**config.mk**
```make
export PLATFORM = sky130hd
export DESIGN_NAME = ecdsa_lh_writer
export DESIGN_NICKNAME = d
export VERILOG_FILES = /design/src/rtl/ecdsa_lh_writer_pkg.sv /design/src/rtl/ecdsa_lh_writer_sfifo2f1.sv /design/src/rtl/ecdsa_lh_writer.sv
export SDC_FILE = /design/constraint.sdc
export NUM_CORES = 1
export LEC_CHECK = 0
export CELL_PAD_IN_SITES_DETAIL_PLACEMENT = 2
export CELL_PAD_IN_SITES_GLOBAL_PLACEMENT = 2
export CORE_MARGIN = 3
export CORE_UTILIZATION = 34
export DETAILED_ROUTE_END_ITERATION = 8
export PLACE_DENSITY = 0.72
export SLEW_MARGIN = 20
export SYNTH_ARGS = -nofsm -noshare
export SYNTH_HDL_FRONTEND = slang
export SYNTH_SLANG_ARGS = --single-unit
```
**constraint.sdc**
```tcl
create_clock -name clk -period 2.6 [get_ports clk]
set_input_delay 0.65 -clock clk [delete_from_list [all_inputs] [get_ports clk]]
set_output_delay 0.65 -clock clk [all_outputs]
set_load 0.02 [all_outputs]
```
**src/rtl/ecdsa_lh_writer_pkg.sv**
```systemverilog
// Shared widths, header field positions and context types for the ECDSA-side
// logic-hash table writer.
package ecdsa_lh_writer_pkg;

  localparam int LOGIC_HASH_NBITS = 32;
  localparam int DATA_PATH_NBITS  = 64;
  localparam int FID_NBITS        = 8;
  localparam int SERIAL_NUM_NBITS = 16;
  localparam int PPL_NBITS        = 4;
  localparam int PKT_LEN_NBITS    = 8;

  // Header bit positions (MSB of each field) of the serial number and PPL.
  localparam int SERIAL_NUM_POS   = 63;
  localparam int PPL_POS          = 47;

  typedef struct packed {
    logic [FID_NBITS-1:0]     fid;
    logic [PKT_LEN_NBITS-1:0] pkt_len;
  } lh_ecdsa_meta_type;

  typedef struct packed {
    logic [FID_NBITS-1:0]        fid;
    logic [LOGIC_HASH_NBITS-1:0] hash;
    logic [SERIAL_NUM_NBITS-1:0] sn;
    logic [PPL_NBITS-1:0]        ppl;
  } ecdsa_ctx_type;

  typedef enum logic [1:0] {
    ST_IDLE  = 2'd0,
    ST_REQ   = 2'd1,
    ST_WAIT  = 2'd2,
    ST_WRITE = 2'd3
  } wr_state_e;

  function automatic ecdsa_ctx_type build_ctx(
    input lh_ecdsa_meta_type           meta,
    input logic [LOGIC_HASH_NBITS-1:0] hash,
    input logic [DATA_PATH_NBITS-1:0]  hdr
  );
    ecdsa_ctx_type ctx;
    ctx.fid  = meta.fid;
    ctx.hash = hash;
    ctx.sn   = hdr[SERIAL_NUM_POS -: SERIAL_NUM_NBITS];
    ctx.ppl  = hdr[PPL_POS -: PPL_NBITS];
    return ctx;
  endfunction

endpackage

```
**src/rtl/ecdsa_lh_writer_sfifo2f1.sv**
```systemverilog
// Synchronous single-clock FIFO; push to a full FIFO and pop from an empty
// FIFO are ignored. count_next exposes the occupancy after the current cycle.
module sfifo2f1 #(
  parameter int WIDTH       = 8,
  parameter int DEPTH_NBITS = 2
) (
  input  logic                   clk,
  input  logic                   rst_n,
  input  logic                   push,
  input  logic [WIDTH-1:0]       din,
  input  logic                   pop,
  output logic [WIDTH-1:0]       dout,
  output logic                   empty,
  output logic                   full,
  output logic [DEPTH_NBITS:0]   count_next
);

  localparam int DEPTH   = 1 << DEPTH_NBITS;
  localparam int CNT_W   = DEPTH_NBITS + 1;

  logic [WIDTH-1:0]       mem_q [DEPTH];
  logic [DEPTH_NBITS-1:0] wr_ptr_q, wr_ptr_d;
  logic [DEPTH_NBITS-1:0] rd_ptr_q, rd_ptr_d;
  logic [CNT_W-1:0]       count_q, count_d;
  logic                   push_ok;
  logic                   pop_ok;

  always_comb begin
    empty    = (count_q == '0);
    full     = (count_q == CNT_W'(DEPTH));
    push_ok  = push & ~full;
    pop_ok   = pop & ~empty;
    wr_ptr_d = push_ok ? wr_ptr_q + DEPTH_NBITS'(1) : wr_ptr_q;
    rd_ptr_d = pop_ok  ? rd_ptr_q + DEPTH_NBITS'(1) : rd_ptr_q;
    count_d  = count_q + CNT_W'(push_ok) - CNT_W'(pop_ok);
  end

  assign count_next = count_d;
  assign dout       = mem_q[rd_ptr_q];

  always_ff @(posedge clk or negedge rst_n) begin
    if (!rst_n) begin
      wr_ptr_q <= '0;
      rd_ptr_q <= '0;
      count_q  <= '0;
    end else begin
      wr_ptr_q <= wr_ptr_d;
      rd_ptr_q <= rd_ptr_d;
      count_q  <= count_d;
    end
  end

  // Storage needs no reset: entries are only read once the count covers them.
  always_ff @(posedge clk) begin
    if (push_ok) begin
      mem_q[wr_ptr_q] <= din;
    end
  end

endmodule

```
**src/rtl/ecdsa_lh_writer.sv**
```systemverilog
// Captures per-packet context from the logic-hash stream, asks the signature
// engine to verify it, and writes verified entries back to the logic-hash table.
module ecdsa_lh_writer
  import ecdsa_lh_writer_pkg::*;
#(
  parameter int CTX_DEPTH_NBITS = 2,
  parameter int VRFY_TIMEOUT    = 1023,
  parameter int STAT_NBITS      = 16
) (
  input  logic                        clk,
  input  logic                        rst_n,
  input  logic                        lh_ecdsa_hash_valid,
  input  logic [LOGIC_HASH_NBITS-1:0] lh_ecdsa_hash_data,
  input  logic                        lh_ecdsa_valid,
  input  logic [DATA_PATH_NBITS-1:0]  lh_ecdsa_hdr_data,
  input  lh_ecdsa_meta_type           lh_ecdsa_meta_data,
  input  logic                        lh_ecdsa_sop,
  input  logic                        lh_ecdsa_eop,
  output logic                        ecdsa_lh_ready,
  output logic                        vrfy_req_valid,
  input  logic                        vrfy_req_ready,
  output logic [FID_NBITS-1:0]        vrfy_req_fid,
  output logic [LOGIC_HASH_NBITS-1:0] vrfy_req_hash,
  input  logic                        vrfy_rsp_valid,
  input  logic                        vrfy_rsp_pass,
  output logic                        ecdsa_lh_wr,
  output logic [FID_NBITS-1:0]        ecdsa_lh_waddr,
  output logic [LOGIC_HASH_NBITS-1:0] ecdsa_lh_wdata,
  output logic [SERIAL_NUM_NBITS-1:0] ecdsa_lh_sn_wdata,
  output logic [PPL_NBITS-1:0]        ecdsa_lh_ppl_wdata,
  output logic [STAT_NBITS-1:0]       stat_pass_cnt,
  output logic [STAT_NBITS-1:0]       stat_fail_cnt,
  output logic [STAT_NBITS-1:0]       stat_drop_cnt
);

  localparam int CNT_NBITS = CTX_DEPTH_NBITS + 1;
  localparam int TMR_NBITS = $clog2(VRFY_TIMEOUT + 1);
  localparam logic [CNT_NBITS-1:0] READY_MAX = CNT_NBITS'((1 << CTX_DEPTH_NBITS) - 2);
  localparam logic [TMR_NBITS-1:0] TMR_MAX   = TMR_NBITS'(VRFY_TIMEOUT);

  wr_state_e                   state_q, state_d;
  logic [TMR_NBITS-1:0]        timer_q, timer_d;
  logic                        ready_q, ready_d;
  logic                        wr_q, wr_d;
  logic [FID_NBITS-1:0]        waddr_q, waddr_d;
  logic [LOGIC_HASH_NBITS-1:0] wdata_q, wdata_d;
  logic [SERIAL_NUM_NBITS-1:0] sn_q, sn_d;
  logic [PPL_NBITS-1:0]        ppl_q, ppl_d;
  logic [STAT_NBITS-1:0]       pass_cnt_q, pass_cnt_d;
  logic [STAT_NBITS-1:0]       fail_cnt_q, fail_cnt_d;
  logic [STAT_NBITS-1:0]       drop_cnt_q, drop_cnt_d;

  ecdsa_ctx_type               push_ctx;
  ecdsa_ctx_type               head_ctx;
  logic                        push_req;
  logic                        fifo_push;
  logic                        fifo_pop;
  logic                        fifo_empty;
  logic                        fifo_full;
  logic [CNT_NBITS-1:0]        fifo_count_next;
  logic                        capture_drop;
  logic                        timeout_drop;
  logic                        pass_evt;
  logic                        fail_evt;
  logic                        unused_bits;

  function automatic logic [STAT_NBITS-1:0] sat_add(
    input logic [STAT_NBITS-1:0] cnt,
    input logic [1:0]            inc
  );
    logic [STAT_NBITS:0] sum;
    sum = {1'b0, cnt} + (STAT_NBITS+1)'(inc);
    return sum[STAT_NBITS] ? '1 : sum[STAT_NBITS-1:0];
  endfunction

  // Only the first beat of a type1 packet carries context; later beats only frame.
  always_comb begin
    push_ctx     = build_ctx(lh_ecdsa_meta_data, lh_ecdsa_hash_data, lh_ecdsa_hdr_data);
    push_req     = lh_ecdsa_valid & lh_ecdsa_sop & lh_ecdsa_hash_valid;
    fifo_push    = push_req & ~fifo_full;
    capture_drop = (lh_ecdsa_valid & lh_ecdsa_sop & ~lh_ecdsa_hash_valid) |
                   (push_req & fifo_full);
  end

  assign unused_bits = ^{lh_ecdsa_eop, lh_ecdsa_hdr_data, lh_ecdsa_meta_data};

  sfifo2f1 #(
    .WIDTH      ($bits(ecdsa_ctx_type)),
    .DEPTH_NBITS(CTX_DEPTH_NBITS)
  ) u_ctx_fifo (
    .clk       (clk),
    .rst_n     (rst_n),
    .push      (fifo_push),
    .din       (push_ctx),
    .pop       (fifo_pop),
    .dout      (head_ctx),
    .empty     (fifo_empty),
    .full      (fifo_full),
    .count_next(fifo_count_next)
  );

  always_ff @(posedge clk or negedge rst_n) begin
    if (!rst_n) begin
      state_q <= ST_IDLE;
      timer_q <= '0;
    end else begin
      state_q <= state_d;
      timer_q <= timer_d;
    end
  end

  always_comb begin
    state_d = state_q;
    timer_d = timer_q;
    unique case (state_q)
      ST_IDLE: begin
        if (!fifo_empty) state_d = ST_REQ;
      end
      ST_REQ: begin
        if (vrfy_req_ready) begin
          state_d = ST_WAIT;
          timer_d = '0;
        end
      end
      ST_WAIT: begin
        if (vrfy_rsp_valid && vrfy_rsp_pass) begin
          state_d = ST_WRITE;
        end else if (vrfy_rsp_valid || (timer_q == TMR_MAX)) begin
          state_d = ST_IDLE;
        end else begin
          timer_d = timer_q + TMR_NBITS'(1);
        end
      end
      ST_WRITE: state_d = ST_IDLE;
      default:  state_d = ST_IDLE;
    endcase
  end

  // Request fields are gated so nothing from stale FIFO storage leaks out.
  always_comb begin
    vrfy_req_valid = (state_q == ST_REQ);
    vrfy_req_fid   = vrfy_req_valid ? head_ctx.fid  : '0;
    vrfy_req_hash  = vrfy_req_valid ? head_ctx.hash : '0;
    pass_evt       = (state_q == ST_WRITE);
    fail_evt       = (state_q == ST_WAIT) & vrfy_rsp_valid & ~vrfy_rsp_pass;
    timeout_drop   = (state_q == ST_WAIT) & ~vrfy_rsp_valid & (timer_q == TMR_MAX);
    fifo_pop       = pass_evt | fail_evt | timeout_drop;
    wr_d           = (state_q == ST_WAIT) & vrfy_rsp_valid & vrfy_rsp_pass;
    waddr_d        = wr_d ? head_ctx.fid  : '0;
    wdata_d        = wr_d ? head_ctx.hash : '0;
    sn_d           = wr_d ? head_ctx.sn   : '0;
    ppl_d          = wr_d ? head_ctx.ppl  : '0;
    ready_d        = (fifo_count_next <= READY_MAX);
    pass_cnt_d     = sat_add(pass_cnt_q, {1'b0, pass_evt});
    fail_cnt_d     = sat_add(fail_cnt_q, {1'b0, fail_evt});
    drop_cnt_d     = sat_add(drop_cnt_q, 2'(capture_drop) + 2'(timeout_drop));
  end

  always_ff @(posedge clk or negedge rst_n) begin
    if (!rst_n) begin
      ready_q    <= 1'b0;
      wr_q       <= 1'b0;
      waddr_q    <= '0;
      wdata_q    <= '0;
      sn_q       <= '0;
      ppl_q      <= '0;
      pass_cnt_q <= '0;
      fail_cnt_q <= '0;
      drop_cnt_q <= '0;
    end else begin
      ready_q    <= ready_d;
      wr_q       <= wr_d;
      waddr_q    <= waddr_d;
      wdata_q    <= wdata_d;
      sn_q       <= sn_d;
      ppl_q      <= ppl_d;
      pass_cnt_q <= pass_cnt_d;
      fail_cnt_q <= fail_cnt_d;
      drop_cnt_q <= drop_cnt_d;
    end
  end

  assign ecdsa_lh_ready     = ready_q;
  assign ecdsa_lh_wr        = wr_q;
  assign ecdsa_lh_waddr     = waddr_q;
  assign ecdsa_lh_wdata     = wdata_q;
  assign ecdsa_lh_sn_wdata  = sn_q;
  assign ecdsa_lh_ppl_wdata = ppl_q;
  assign stat_pass_cnt      = pass_cnt_q;
  assign stat_fail_cnt      = fail_cnt_q;
  assign stat_drop_cnt      = drop_cnt_q;

endmodule

```
# Word-level counts from Yosys, hierarchy flattened
# Memories as Yosys holds them, arrays and structs flattened.
# Index checks and enable logic that the tools add are counted.
op_classes:
  magnitude_cmp: 1
  mux: 20
  eq_ne: 10
  add_sub_neg: 9
  bitwise: 20
  n_reduce_logical: 7
op_table:
  columns: ["operator", "count"]
  rows:
  - ["$mux 16", 4]
  - ["$mux 32", 2]
  - ["$add 16x1->17", 2]
  - ["$mux 10", 3]
  - ["$pmux 10 s2", 1]
  - ["$add 16x2->17", 1]
  - ["$mux 8", 2]
  - ["$and 1x1->1", 12]
  - ["$add 10x1->10 const B", 1]
  - ["$eq 10x10->1 const B", 1]
  - ["$mux 2", 4]
  - ["$pmux 2 s4", 1]
  - ["$ne 2x2->1 const B", 3]
  - ["$not 1->1", 5]
  - ["$add 2x1->2 const B", 2]
  - ["$eq 2x2->1 const B", 2]
  - ["$mux 4", 1]
  - ["$reduce_and 4->1", 1]
  - ["$add 3x1->3", 1]
  - ["$eq 3x3->1 const B", 1]
  - ["$le 3x2->1 const B", 1]
  - ["$logic_not 3->1", 1]
  - ["$ne 3x3->1 const B", 1]
  - ["$or 1x1->1", 3]
  - ["other kinds (10)", 11]
totals:
  memories: 1
  elab_cells: 82
  reg_bits: 129
  ramBits: 240
memory_table:
  columns: ["memory", "words", "width", "read_ports", "rd_ports_with_merged_regs", "write_ports", "line", "source"]
  rows:
  - ["u_ctx_fifo.mem_q", 4, 60, 1, 0, 1, "ecdsa_lh_writer_sfifo2f1.sv:21", "logic [WIDTH-1:0] mem_q [DEPTH];"]

# Logic depth before layout (Yosys ltp)
logic_depth:
  depth_word: 8
  mapped_depth: 12

# Hierarchy
# Synthesis repeated with hierarchy kept, for this count alone.
unflattened:
  cells_unflattened: 836
  area_unflattened_um2: 14496.4
modules_own_cells:
  columns: ["mod", "n_inst", "cells_per_inst", "area_per_inst_um2"]
  rows:
  - ["sfifo2f1", 1, 356, 9198.8]
  - ["ecdsa_lh_writer", 1, 480, 5297.6]

# Worst setup path before layout
# OpenSTA, ideal clock, no wires.
synth_timing:
  kind: "input -> register"
  start: "input lh_ecdsa_valid"
  end: "memory u_ctx_fifo.mem_q[2][0] (netlist bit) (enable)"
  cell_stages: 3
  arrival_time_ns: 2.471
  setup_time_ns: 0.424
  slack_ns: -0.295
  n_path_buf: 0
  cell_sequence: "nand2_1 -> nor2_1 -> and2_1"
synth_between:
  elab_chain_cells: 6
synth_lines:
  columns: ["element", "line", "source"]
  rows:
  - ["start, declared", "ecdsa_lh_writer.sv:14", "input logic lh_ecdsa_valid,"]
  - ["$and 1x1->1 (2 in series)", "ecdsa_lh_writer.sv:79", "push_req = lh_ecdsa_valid & lh_ecdsa_sop & lh_ecdsa_hash_valid;"]
  - ["$and 1x1->1", "ecdsa_lh_writer.sv:80", "fifo_push = push_req & ~fifo_full;"]
  - ["$and 1x1->1", "ecdsa_lh_writer_sfifo2f1.sv:31", "push_ok = push & ~full;"]
  - ["named net u_ctx_fifo.push_ok", "ecdsa_lh_writer_sfifo2f1.sv:25", "logic push_ok;"]
  - ["$mux 1", "ecdsa_lh_writer_sfifo2f1.sv:55", "if (push_ok) begin"]
  - ["$mux 1 (not written as such)", "ecdsa_lh_writer_sfifo2f1.sv:56", "mem_q[wr_ptr_q] <= din;"]
  - ["end, declared", "ecdsa_lh_writer_sfifo2f1.sv:21", null]
# The timed path passes the listed nets, and every way through them passes these cells.

# Worst setup path in the final report
layout_timing:
  start: "register u_ctx_fifo.rd_ptr_q[0]"
  end: "output vrfy_req_hash[28]"
layout_between:
  elab_chain_cells: 2
layout_lines:
  columns: ["element", "line", "source"]
  rows:
  - ["start, declared", "ecdsa_lh_writer_sfifo2f1.sv:23", "logic [DEPTH_NBITS-1:0] rd_ptr_q, rd_ptr_d;"]
  - ["start signal, assigned", "ecdsa_lh_writer_sfifo2f1.sv:48", "rd_ptr_q <= rd_ptr_d;"]
  - ["$mem_v2 4x60", null, null]
  - ["$mux 32", "ecdsa_lh_writer.sv:143", "vrfy_req_hash = vrfy_req_valid ? head_ctx.hash : '0;"]
  - ["end, declared", "ecdsa_lh_writer.sv:23", "output logic [LOGIC_HASH_NBITS-1:0] vrfy_req_hash,"]
# No other way between the ends.

==> results.sh <==
export IMPL_netlist_area_um2=14290
export IMPL_wl_per_cell_um=22.12
export IMPL_criticalPathCategory="reg -> out"
export IMPL_p_leak_nw=7.579
export IMPL_place_ws_ns=-0.5859
export IMPL_fin_ws_ns=-0.2759
export IMPL_grt_overflow_total=0
export IMPL_clock_latency_ns=0.58
export IMPL_drt_pass1_iter_count=4
export IMPL_ys_flop_type="edfxtp_1"
export IMPL_drtIter0Drc=435
export IMPL_ir_drop_mv=0.5462
export IMPL_cts_buffers=42
export IMPL_setup_viol=40
export IMPL_cts_tree="built"
export IMPL_vias_per_cell=4.887
export IMPL_initial_core_util=0.3468
export IMPL_pwr_share_seq=0.372
export IMPL_cp_required_ns=1.95
export IMPL_synthDistinctLibCells=47
export IMPL_port_buffers=218
export IMPL_maxCapViolCount=0
export IMPL_gp_congestion=0.7270
export IMPL_critPathMaxFanout=5
export IMPL_grt_pass1_wl_mm=58.52
export IMPL_yosysSeqAreaShare=0.7304
export IMPL_final_cell_mix="edfxtp_1, clkdlybuf4s50_1, dfrtp_1"
export IMPL_syn_nets=958
export IMPL_startpoint="u_ctx_fifo.rd_ptr_q[0]"
export IMPL_worst_slew_pin_slew_ns=0.6184
export IMPL_hold_path_class="in -> async"
export IMPL_synth_edf_count=240
export IMPL_grt_max_degree=64
export IMPL_syn_to_final_growth_pct=37.08
export IMPL_grt_pass1_vias=9626
export IMPL_fin_setup_tns_ns=-9.142
export IMPL_combPwrFrac=0.312
export IMPL_nets=1281
export IMPL_reg2reg_from="timer_q[1]"
export IMPL_ios=272
export IMPL_max_slew_margin=0.5842
export IMPL_ant_nets=0
export IMPL_row_count=74
export IMPL_netSwitchingFraction=0.2919
export IMPL_path_clk_slew_ns=0.06
export IMPL_drive_gt1_frac=0.2729
export IMPL_async_flop_share=0.3496
export IMPL_clock_sinks=369
export IMPL_switching_power_w=0.005575
export IMPL_hold_viol=0
export IMPL_syn_avg_cell_area_um2=17.36
export IMPL_arrival_ns=2.23
export IMPL_fp_dieArea_um2=44520
export IMPL_pwr_share_clk=0.316
export IMPL_min_period_ns=2.876
export IMPL_status="finished, violations left"
export IMPL_violations="negative setup slack"
export IMPL_powerDensity_nw_per_um2=975.2
export IMPL_rsz0062_at_grt="true"
export IMPL_die_x_um=211.0
export IMPL_h_tree_depth=2
export IMPL_drc=0
export IMPL_cts_root_buffer="clkbuf_16"
export IMPL_slew_violations=0
export IMPL_vias=8371
export IMPL_fillerInstances=3828
export IMPL_startpoint_type="flip-flop"
export IMPL_period_share=1.106
export IMPL_antenna_found_initial=3
export IMPL_syn_inst=823
export IMPL_die_h_um=211.0
export IMPL_grt_use_total=0.1713
export IMPL_reg2reg_slack_ns=0.08
export IMPL_wl_mm=37.89
export IMPL_yosysWarnings=0
export IMPL_layout_commonest_cell="edfxtp_1"
export IMPL_synth_seq_cells=369
export IMPL_finalClockSkew_ns=0.03171
export IMPL_internal_power_w=0.01352
export IMPL_endpoint_kind="output pin"
export IMPL_fmax_mhz=347.7
export IMPL_dp_hpwl_mm=25.22
export IMPL_coreArea_um2=41200
export IMPL_clockBufferDepth=3
power groups by stage:
stage	Clock, W	Combinational, W	Sequential, W
floorplan	0	0.00269	0.00729
global placement	0	0.00519	0.00718
global route	0.00646	0.00645	0.00718
detailed placement	0	0.00528	0.00722
finish	0.00603	0.00596	0.00711
CTS	0.00622	0.00521	0.00711
state kept, by name, indices dropped and copies added, names as in the netlist:
name,cells
ecdsa_lh_ppl_wdata,4
stat_drop_cnt,16
ecdsa_lh_wr,1
u_ctx_fifo.count_q,3
ecdsa_lh_sn_wdata,16
u_ctx_fifo.wr_ptr_q,2
u_ctx_fifo.rd_ptr_q,2
ecdsa_lh_wdata,32
ecdsa_lh_waddr,8
state_q,2
stat_pass_cnt,16
u_ctx_fifo.mem_q,240
timer_q,10
ecdsa_lh_ready,1
stat_fail_cnt,16
worst max-delay path: stages (launching register included):
cell       delay (ns)
dfrtp_4          0.52
clkbuf_16        0.19
buf_6            0.09
mux4_2           0.54
and2_4           0.19
buf_6            0.12
cells by family (layout without fill, tap and decap cells):
logic type / Yosys count / in the layout / synth area share
multiplexers: 68 / 68 / 0.1006
XOR/XNOR: 32 / 32 / 0.01962
adder cells (fa/ha/maj): 14 / 14 / 0.01331
other: 0 / 1 / 0
flip-flops: 369 / 369 / 0.7304
AND/OR/NAND/NOR: 253 / 253 / 0.1029
buffers and inverters: 46 / 403 / 0.01410
AO/OA/AOI/OAI: 41 / 41 / 0.01909
Yosys cell counts (2+ instances only):
library cell / instances / area (um^2)
clkbuf_1: 17 / 63.81
nand3_1: 20 / 100.1
nor3_1: 13 / 65.06
and4_1: 3 / 26.28
mux2_2: 2 / 22.52
ha_1: 12 / 150.1
buf_2: 7 / 35.03
a31o_2: 2 / 17.52
o21ai_0: 12 / 60.06
and3_1: 8 / 50.05
a21oi_1: 5 / 25.02
a41oi_1: 3 / 26.28
fa_1: 2 / 40.04
dfrtp_1: 129 / 3228
mux4_2: 60 / 1351
nand4_2: 3 / 37.54
xor2_1: 3 / 26.28
nor2b_1: 8 / 50.05
nand4_1: 7 / 43.79
nand2b_1: 9 / 56.30
and2_1: 109 / 681.9
nor4_2: 2 / 25.02
edfxtp_1: 240 / 7207
inv_1: 16 / 60.06
mux2i_1: 3 / 30.03
nor4_1: 2 / 12.51
mux2_1: 3 / 33.78
nand2_1: 48 / 180.2
o31ai_1: 2 / 15.01
xnor2_1: 29 / 254.0
a31oi_1: 11 / 68.82
nor2_1: 14 / 52.55
buf_4: 5 / 37.54
what timing repair did:
item | CTS | global route
setup buffers | 3 | 21
pin swaps | 1 | 10
cloned | 0 | 1
hold buffers | 0 | 0
resized for setup | 180 | 104
endpoints found under the setup margin | 42 | 59
per-stage QoR:
stage	instances	area, um^2	hold WS, ns	power [W]	util
2_1_floorplan	823	14290	0.3544	0.009986	-
3_3_place_gp	1609	17770	0.5103	0.01237	0.4313
3_5_place_dp	1609	17770	0.5385	0.01250	0.4313
4_1_cts	1690	19110	0.01883	0.01854	0.4637
5_1_grt	1713	19590	0.04160	0.02009	0.4753
6_report	1713	19590	0.03266	0.01910	0.4753
worst paths after layout:
path | depth (start not counted) | endpoint
worst max register to register | 12 | ecdsa_lh_ready
max in group asynchronous | 2 | ecdsa_lh_wdata[24]
min in group clk | 1 | timer_q[6]
worst min-delay path | 1 | stat_fail_cnt[12]
worst max-delay path | 5 | vrfy_req_hash[28]
worst min register to register | 1 | timer_q[6]
layout make-up:
class	instances	area, um^2	area share
Clock buffer	63	1201	0.06133
Sequential cell	369	10450	0.5334
Inverter	16	60.06	0.003067
Timing Repair Buffer	309	3204	0.1636
Antenna cell	1	2.502	0.0001278
Tap cell	532	665.6	0.03399
Clock inverter	15	211.5	0.01080
Multi-Input combinational cell	408	3794	0.1937
per-layer routing:
| layer | share of wire | GRT usage | wire length, um | up-vias |
|---|---|---|---|---|
| li1 | - | - | - | 3723 |
| met1 | 0.42 | 0.2211 | 15840 | 4408 |
| met2 | 0.50 | 0.2871 | 18960 | 183 |
| met3 | 0.063 | 0.04738 | 2390 | 53 |
| met4 | 0.018 | 0.04596 | 677 | 4 |
| met5 | 0.00058 | 0 | 22 | - |
(Power assumes the default switching activity.)
